===== config.mk =====
export PLATFORM = sky130hd
export DESIGN_NAME = imem_loader
export DESIGN_NICKNAME = d
export VERILOG_FILES = /design/src/rtl/imem_loader.sv
export SDC_FILE = /design/constraint.sdc
export NUM_CORES = 1
export LEC_CHECK = 0
export BUFFER_PORTS_ARGS = -buffer_cell sky130_fd_sc_hd__buf_2
export CORE_AREA = 5 5 151 95
export DETAILED_ROUTE_END_ITERATION = 10
export DIE_AREA = 0 0 156 100
export GPL_ROUTABILITY_DRIVEN = 1
export PLACE_DENSITY = 0.55
export SYNTH_ARGS = -nofsm -noshare
export SYNTH_HDL_FRONTEND = slang
export SYNTH_SLANG_ARGS = --single-unit

===== constraint.sdc =====
create_clock -name clk -period 3.2 [get_ports clk]
set_clock_uncertainty 0.15 [all_clocks]
set_input_delay 0.32 -clock clk [delete_from_list [all_inputs] [get_ports clk]]
set_output_delay 0.32 -clock clk [all_outputs]
set_load 0.05 [all_outputs]

===== src/rtl/imem_loader.sv =====
// Byte-stream boot loader: parses 0xA5 frames into 19-bit words and writes them to instruction memory.
// A write strobe follows each word's last byte by one cycle; rx_ready is always high (full-rate input).
module imem_loader #(
  parameter int ADDR_W         = 11,
  parameter int BASE_ADDR      = 0,
  parameter int DEPTH          = 2048,
  parameter int TIMEOUT_CYCLES = 1000,
  parameter int HOLD_ON_RESET  = 1
) (
  input  logic              clk,
  input  logic              reset,
  input  logic [7:0]        rx_data,
  input  logic              rx_valid,
  output logic              rx_ready,
  output logic              imem_we,
  output logic [ADDR_W-1:0] imem_addr,
  output logic [18:0]       imem_wdata,
  output logic              cpu_hold,
  output logic              done,
  output logic              error,
  output logic [7:0]        word_count
);

  localparam int TW = $clog2(TIMEOUT_CYCLES + 1);
  localparam logic [ADDR_W-1:0] BASE = ADDR_W'(BASE_ADDR);
  localparam logic HOLD_INIT = (HOLD_ON_RESET != 0);

  typedef enum logic [3:0] {
    S_IDLE, S_COUNT, S_B0, S_B1, S_B2, S_CSUM, S_DONE, S_ERR
  } state_t;

  state_t            state, state_nxt;
  logic [7:0]        n_reg, n_nxt;
  logic [2:0]        b0_reg, b0_nxt;
  logic [7:0]        b1_reg, b1_nxt;
  logic [7:0]        csum, csum_nxt;
  logic [TW-1:0]     tmo, tmo_nxt;
  logic              we_nxt;
  logic [ADDR_W-1:0] addr_nxt;
  logic [18:0]       wdata_nxt;
  logic              hold_nxt, done_nxt, error_nxt;
  logic [7:0]        wc_nxt;
  logic              accept, active;

  assign rx_ready = 1'b1;
  assign accept   = rx_valid;
  assign active   = (state == S_COUNT) || (state == S_B0) || (state == S_B1) ||
                    (state == S_B2) || (state == S_CSUM);

  always_ff @(posedge clk or posedge reset) begin
    if (reset) begin
      state      <= S_IDLE;
      n_reg      <= 8'd0;
      b0_reg     <= 3'd0;
      b1_reg     <= 8'd0;
      csum       <= 8'd0;
      tmo        <= '0;
      imem_we    <= 1'b0;
      imem_addr  <= BASE;
      imem_wdata <= 19'd0;
      cpu_hold   <= HOLD_INIT;
      done       <= 1'b0;
      error      <= 1'b0;
      word_count <= 8'd0;
    end else begin
      state      <= state_nxt;
      n_reg      <= n_nxt;
      b0_reg     <= b0_nxt;
      b1_reg     <= b1_nxt;
      csum       <= csum_nxt;
      tmo        <= tmo_nxt;
      imem_we    <= we_nxt;
      imem_addr  <= addr_nxt;
      imem_wdata <= wdata_nxt;
      cpu_hold   <= hold_nxt;
      done       <= done_nxt;
      error      <= error_nxt;
      word_count <= wc_nxt;
    end
  end

  always_comb begin
    state_nxt = state;
    n_nxt     = n_reg;
    b0_nxt    = b0_reg;
    b1_nxt    = b1_reg;
    csum_nxt  = csum;
    we_nxt    = 1'b0;
    addr_nxt  = imem_we ? imem_addr + ADDR_W'(1) : imem_addr;
    wdata_nxt = imem_wdata;
    hold_nxt  = cpu_hold;
    done_nxt  = done;
    error_nxt = error;
    wc_nxt    = word_count;
    tmo_nxt   = (active && !accept) ? tmo + TW'(1) : '0;

    case (state)
      S_IDLE, S_DONE, S_ERR: begin
        if (accept && rx_data == 8'hA5) begin
          hold_nxt  = 1'b1;
          done_nxt  = 1'b0;
          error_nxt = 1'b0;
          wc_nxt    = 8'd0;
          csum_nxt  = 8'd0;
          addr_nxt  = BASE;
          state_nxt = S_COUNT;
        end
      end
      S_COUNT: begin
        if (accept) begin
          n_nxt    = rx_data;
          csum_nxt = rx_data;
          // Range is checked once here so the address can never wrap later.
          if (rx_data == 8'd0 || (BASE_ADDR + int'(rx_data)) > DEPTH)
            state_nxt = S_ERR;
          else
            state_nxt = S_B0;
        end
      end
      S_B0: begin
        if (accept) begin
          if (rx_data[7:3] != 5'd0) begin
            state_nxt = S_ERR;
          end else begin
            b0_nxt    = rx_data[2:0];
            csum_nxt  = csum ^ rx_data;
            state_nxt = S_B1;
          end
        end
      end
      S_B1: begin
        if (accept) begin
          b1_nxt    = rx_data;
          csum_nxt  = csum ^ rx_data;
          state_nxt = S_B2;
        end
      end
      S_B2: begin
        if (accept) begin
          csum_nxt  = csum ^ rx_data;
          we_nxt    = 1'b1;
          wdata_nxt = {b0_reg, b1_reg, rx_data};
          wc_nxt    = word_count + 8'd1;
          state_nxt = (word_count + 8'd1 == n_reg) ? S_CSUM : S_B0;
        end
      end
      S_CSUM: begin
        if (accept) begin
          if (rx_data == csum) begin
            done_nxt  = 1'b1;
            hold_nxt  = 1'b0;
            state_nxt = S_DONE;
          end else begin
            state_nxt = S_ERR;
          end
        end
      end
      default: state_nxt = S_IDLE;
    endcase

    // An arriving byte beats the timeout in the same cycle.
    if (active && !accept && tmo == TW'(TIMEOUT_CYCLES - 1)) begin
      state_nxt = S_ERR;
      tmo_nxt   = '0;
    end

    if (state_nxt == S_ERR && state != S_ERR)
      error_nxt = 1'b1;
  end

endmodule


==> run_results.csv <==
group,metric,value,unit
clock_tree,clkSinkCount,83,
place,dp_cells,644,
setup_path,crit_family,"compound AO/OA/AOI/OAI gates",
pwr,leakagePower,2.30,nW
timing,setup_viol,0,
floorplan,rows,32,
hold_path,hp-class,"input port to register",
place,place_hpwl,7.35,mm
setup_path,critPathRequiredTime,3.32,ns
grt,antenna_found_initial,0,
grt,grt-ovfl-total,0,
place,gp_congestion,0.817,
synthesis,yosysSeqAreaShare,50.2,%
setup_path,r2r_setup_slack,0.49,ns
cells_and_area,final_area,4840,um^2
setup_path,rr_endpoint,"error$_DFFE_PP0P_",
grt,use_met1,20.7,%
cells_and_area,reg_top3,"imem_wdata (19), imem_addr (11), tmo (10)",
cells_and_area,largest_reg_flops,19,
floorplan,initial_utilization,32.6,%
cells_and_area,drive_gt1_share,21.0,%
floorplan,dieWidth,156,um
pwr,power.density,506,nW/um^2
grt,gr-max-usage-layer,"met1",
timing,hold_viol_final,0,
detailed_routing,vias_per_cell,4.99,
detailed_routing,routed_wirelength,10.3,mm
clock_tree,clk_pin_slew,0.07,ns
clock_tree,cts_made_buffers,9,
clock_tree,cts_root_buf,"clkbuf_16",
detailed_routing,via_count,3302,
cells_and_area,largest-register,"imem_wdata",
cells_and_area,nNetsFinal,500,
synthesis,synth.distinct_cells,53,
pwr,finalPower,2.45,mW
synthesis,synth_nets,456,
pwr,comb_power_share,13.2,%
grt,use_met3,4.48,%
timing,slew_headroom,51.9,%
grt,grt_usage,13.7,%
setup_path,worst-path-max-fanout,12,
clock_tree,insertion_delay,0.34,ns
synthesis,synthArstFlopShare,100,%
setup_path,endpoint_kind,"register",
synthesis,synth_ff_type,"dfrtp_1",
floorplan,core,12700,um^2
clock_tree,htreeDepth,3,
setup_path,arrival,2.83,ns
floorplan,dieArea,15600,um^2
detailed_routing,drt_pass1_iterations,4,
pwr,p_sw,731,uW
floorplan,io-pin-count,54,
pwr,vdd_drop_max,258,uV
synthesis,synth_seq_cells,83,
setup_path,critical_path.slowest_cell,"dfrtp_1",
clock_tree,clockBufferDepth,2,
detailed_routing,drt_iter0_drc,292,
setup_path,critPathBufInv,0,
timing,rsz0062_at_grt,"no",
setup_path,criticalPathCategory,"register to register",
clock_tree,cts_tree,"done",
pwr,clockPowerShare,39.8,%
hold_path,worstHoldStart,"rx_data[3]",
synthesis,yosysWarningCount,0,
pwr,internal-power,1.72,mW
timing,max_freq,369,MHz
clock_tree,postCtsSetupBuffers,0,
detailed_routing,route.detailed.drc,0,
cells_and_area,final_cells,662,
timing,maxSlewViolCount,0,
grt,grt_pass1_vias,3177,
pwr,switching_share,29.9,%
floorplan,chipHeight,100,um
place,io_buffers,52,
setup_path,crit_path_cell_trace,"nand4_1 > or3_1 > a2111oi_1 > nand3_1 > o211ai_1 > a32o_1",
hold_path,hold_depth,3,
timing,finalSetupTns,0,ns
setup_path,r2r_start,"word_count[2]$_DFFE_PP0P_",
pwr,seq_power_share,47.0,%
detailed_routing,wl_per_cell,15.5,um
timing,finalCritPeriodShare,84.7,%
flow_run,max_cap_viol_count,0,
cells_and_area,area_delta_synth_final,16.9,%
setup_path,cp-start-kind,"register",
synthesis,syn_inst,442,
detailed_routing,ant_nets,0,
synthesis,synth_edf_count,0,
run_status,status,"finished, final reports clean",
synthesis,syn_area,4140,um^2
grt,use_met2,19.0,%
timing,tightest_slew,0.719,ns
setup_path,rr_worst_depth,6,
place,placed_cell_area,4550,um^2
setup_path,slowest_delay,0.55,ns
synthesis,synth_area_per_cell,9.36,um^2
grt,grt_pass1_wl,17.0,mm
timing,hold_slack,0.127,ns
hold_path,min_to,"imem_wdata[3]$_DFFE_PP0P_",
timing,period_needed,2.71,ns
grt,grt_max_degree,47,
-- cells by family after synthesis --
kind of cell | synth area share [%]
DFF | 50.2
other | 0.182
and+or+nand+nor | 21.1
AOI/OAI and AO/OA | 11.1
adders and majority gates | 0.907
buffers and inverters | 3.81
muxes | 5.41
xor gates and xnor gates | 7.20
-- Yosys cell counts (all sizes together), types with 2 or more instances --
cell type / n / area share [%]
nand3: 18 / 2.2
nand4: 9 / 1.4
and4: 2 / 0.42
o21ai: 39 / 4.7
mux2: 19 / 5.2
o211ai: 2 / 0.36
dfrtp: 82 / 50
a21oi: 10 / 1.2
o31ai: 3 / 0.54
nor3: 9 / 1.2
nand2: 76 / 6.9
nand4b: 2 / 0.42
inv: 7 / 0.63
xnor2: 10 / 2.1
buf: 13 / 1.9
nor2: 53 / 4.8
nor4: 2 / 0.30
a21o: 5 / 0.91
ha: 3 / 0.91
a41oi: 2 / 0.42
o41ai: 3 / 0.64
clkbuf: 14 / 1.3
and3: 5 / 0.76
a211oi: 3 / 0.54
conb: 2 / 0.18
nor2b: 3 / 0.45
xor2: 24 / 5.1
or3: 5 / 0.91
-- layer usage --
metal | part of all wire [%] | vias to the layer above | wire, um
li1 | - | 1607 | -
met1 | 50 | 1565 | 5160
met2 | 39 | 122 | 4040
met3 | 9.5 | 8 | 972
met4 | 0.79 | 0 | 81
met5 | 0 | - | 0
-- worst max path at each step --
stage | cells past startpoint | to | start | slack, ns
2_1_floorplan | 7 | error$_DFFE_PP0P_ | word_count[3]$_DFFE_PP0P_ | 0.56
3_3_place_gp | 7 | csum[3]$_DFFE_PP0P_ | rx_data[3] | 0.57
6_report | 6 | error$_DFFE_PP0P_ | word_count[2]$_DFFE_PP0P_ | 0.49
3_5_place_dp | 7 | word_count[7]$_DFFE_PP0P_ | rx_data[3] | 0.49
5_1_grt | 6 | error$_DFFE_PP0P_ | word_count[2]$_DFFE_PP0P_ | 0.29
4_1_cts | 6 | error$_DFFE_PP0P_ | word_count[2]$_DFFE_PP0P_ | 0.52
-- metrics by stage --
stage                     util [%]  setup slack, ns
after floorplan                  -            0.562
after global routing          38.1            0.289
after detailed placement      35.8            0.489
final                         38.1            0.491
after CTS                     38.1            0.525
after global placement        35.8            0.573
-- power groups by stage --
stage / logic (mW) / registers (mW) / clock network (mW)
final: 0.322 / 1.15 / 0.974
after global routing: 0.351 / 1.16 / 1.05
after CTS: 0.328 / 1.15 / 1.00
after detailed placement: 0.326 / 1.17 / 0
after global placement: 0.323 / 1.17 / 0
after floorplan: 0.120 / 1.29 / 0
-- cell type report --
class                      instances  area, um^2
fill                            1261        7860
sequential                        83        2080
multi-input combinational        325        1900
timing repair buffer              60         335
clock buffer                      10         229
tap                              170         213
clock inverter                     6        48.8
inverter                           7        27.5
antenna                            1        2.50
-- worst register-to-register path, stage by stage, from the launching register on --
cell,delay [ns]
dfrtp_1,0.55
nand4_1,0.24
or3_1,0.41
a2111oi_1,0.54
nand3_1,0.24
o211ai_1,0.30
a32o_1,0.22
-- cells in the final DEF (no fill, tap or decap), types with 8 or more instances in the layout --
cell type	instances
xor2_1	24
nand2_1	76
nor3_1	8
nand3_1	18
a21oi_1	10
o21ai_0	24
xnor2_1	10
clkbuf_16	9
buf_2	52
dfrtp_1	82
nor2_1	53
nand4_1	9
mux2_2	19
o21ai_1	15
-- what timing repair did --
item,CTS,global route
hold endpoints to repair,37,0
resized for setup,0,0
hold buffers,1,0
Power figures use the tool's default switching activity.
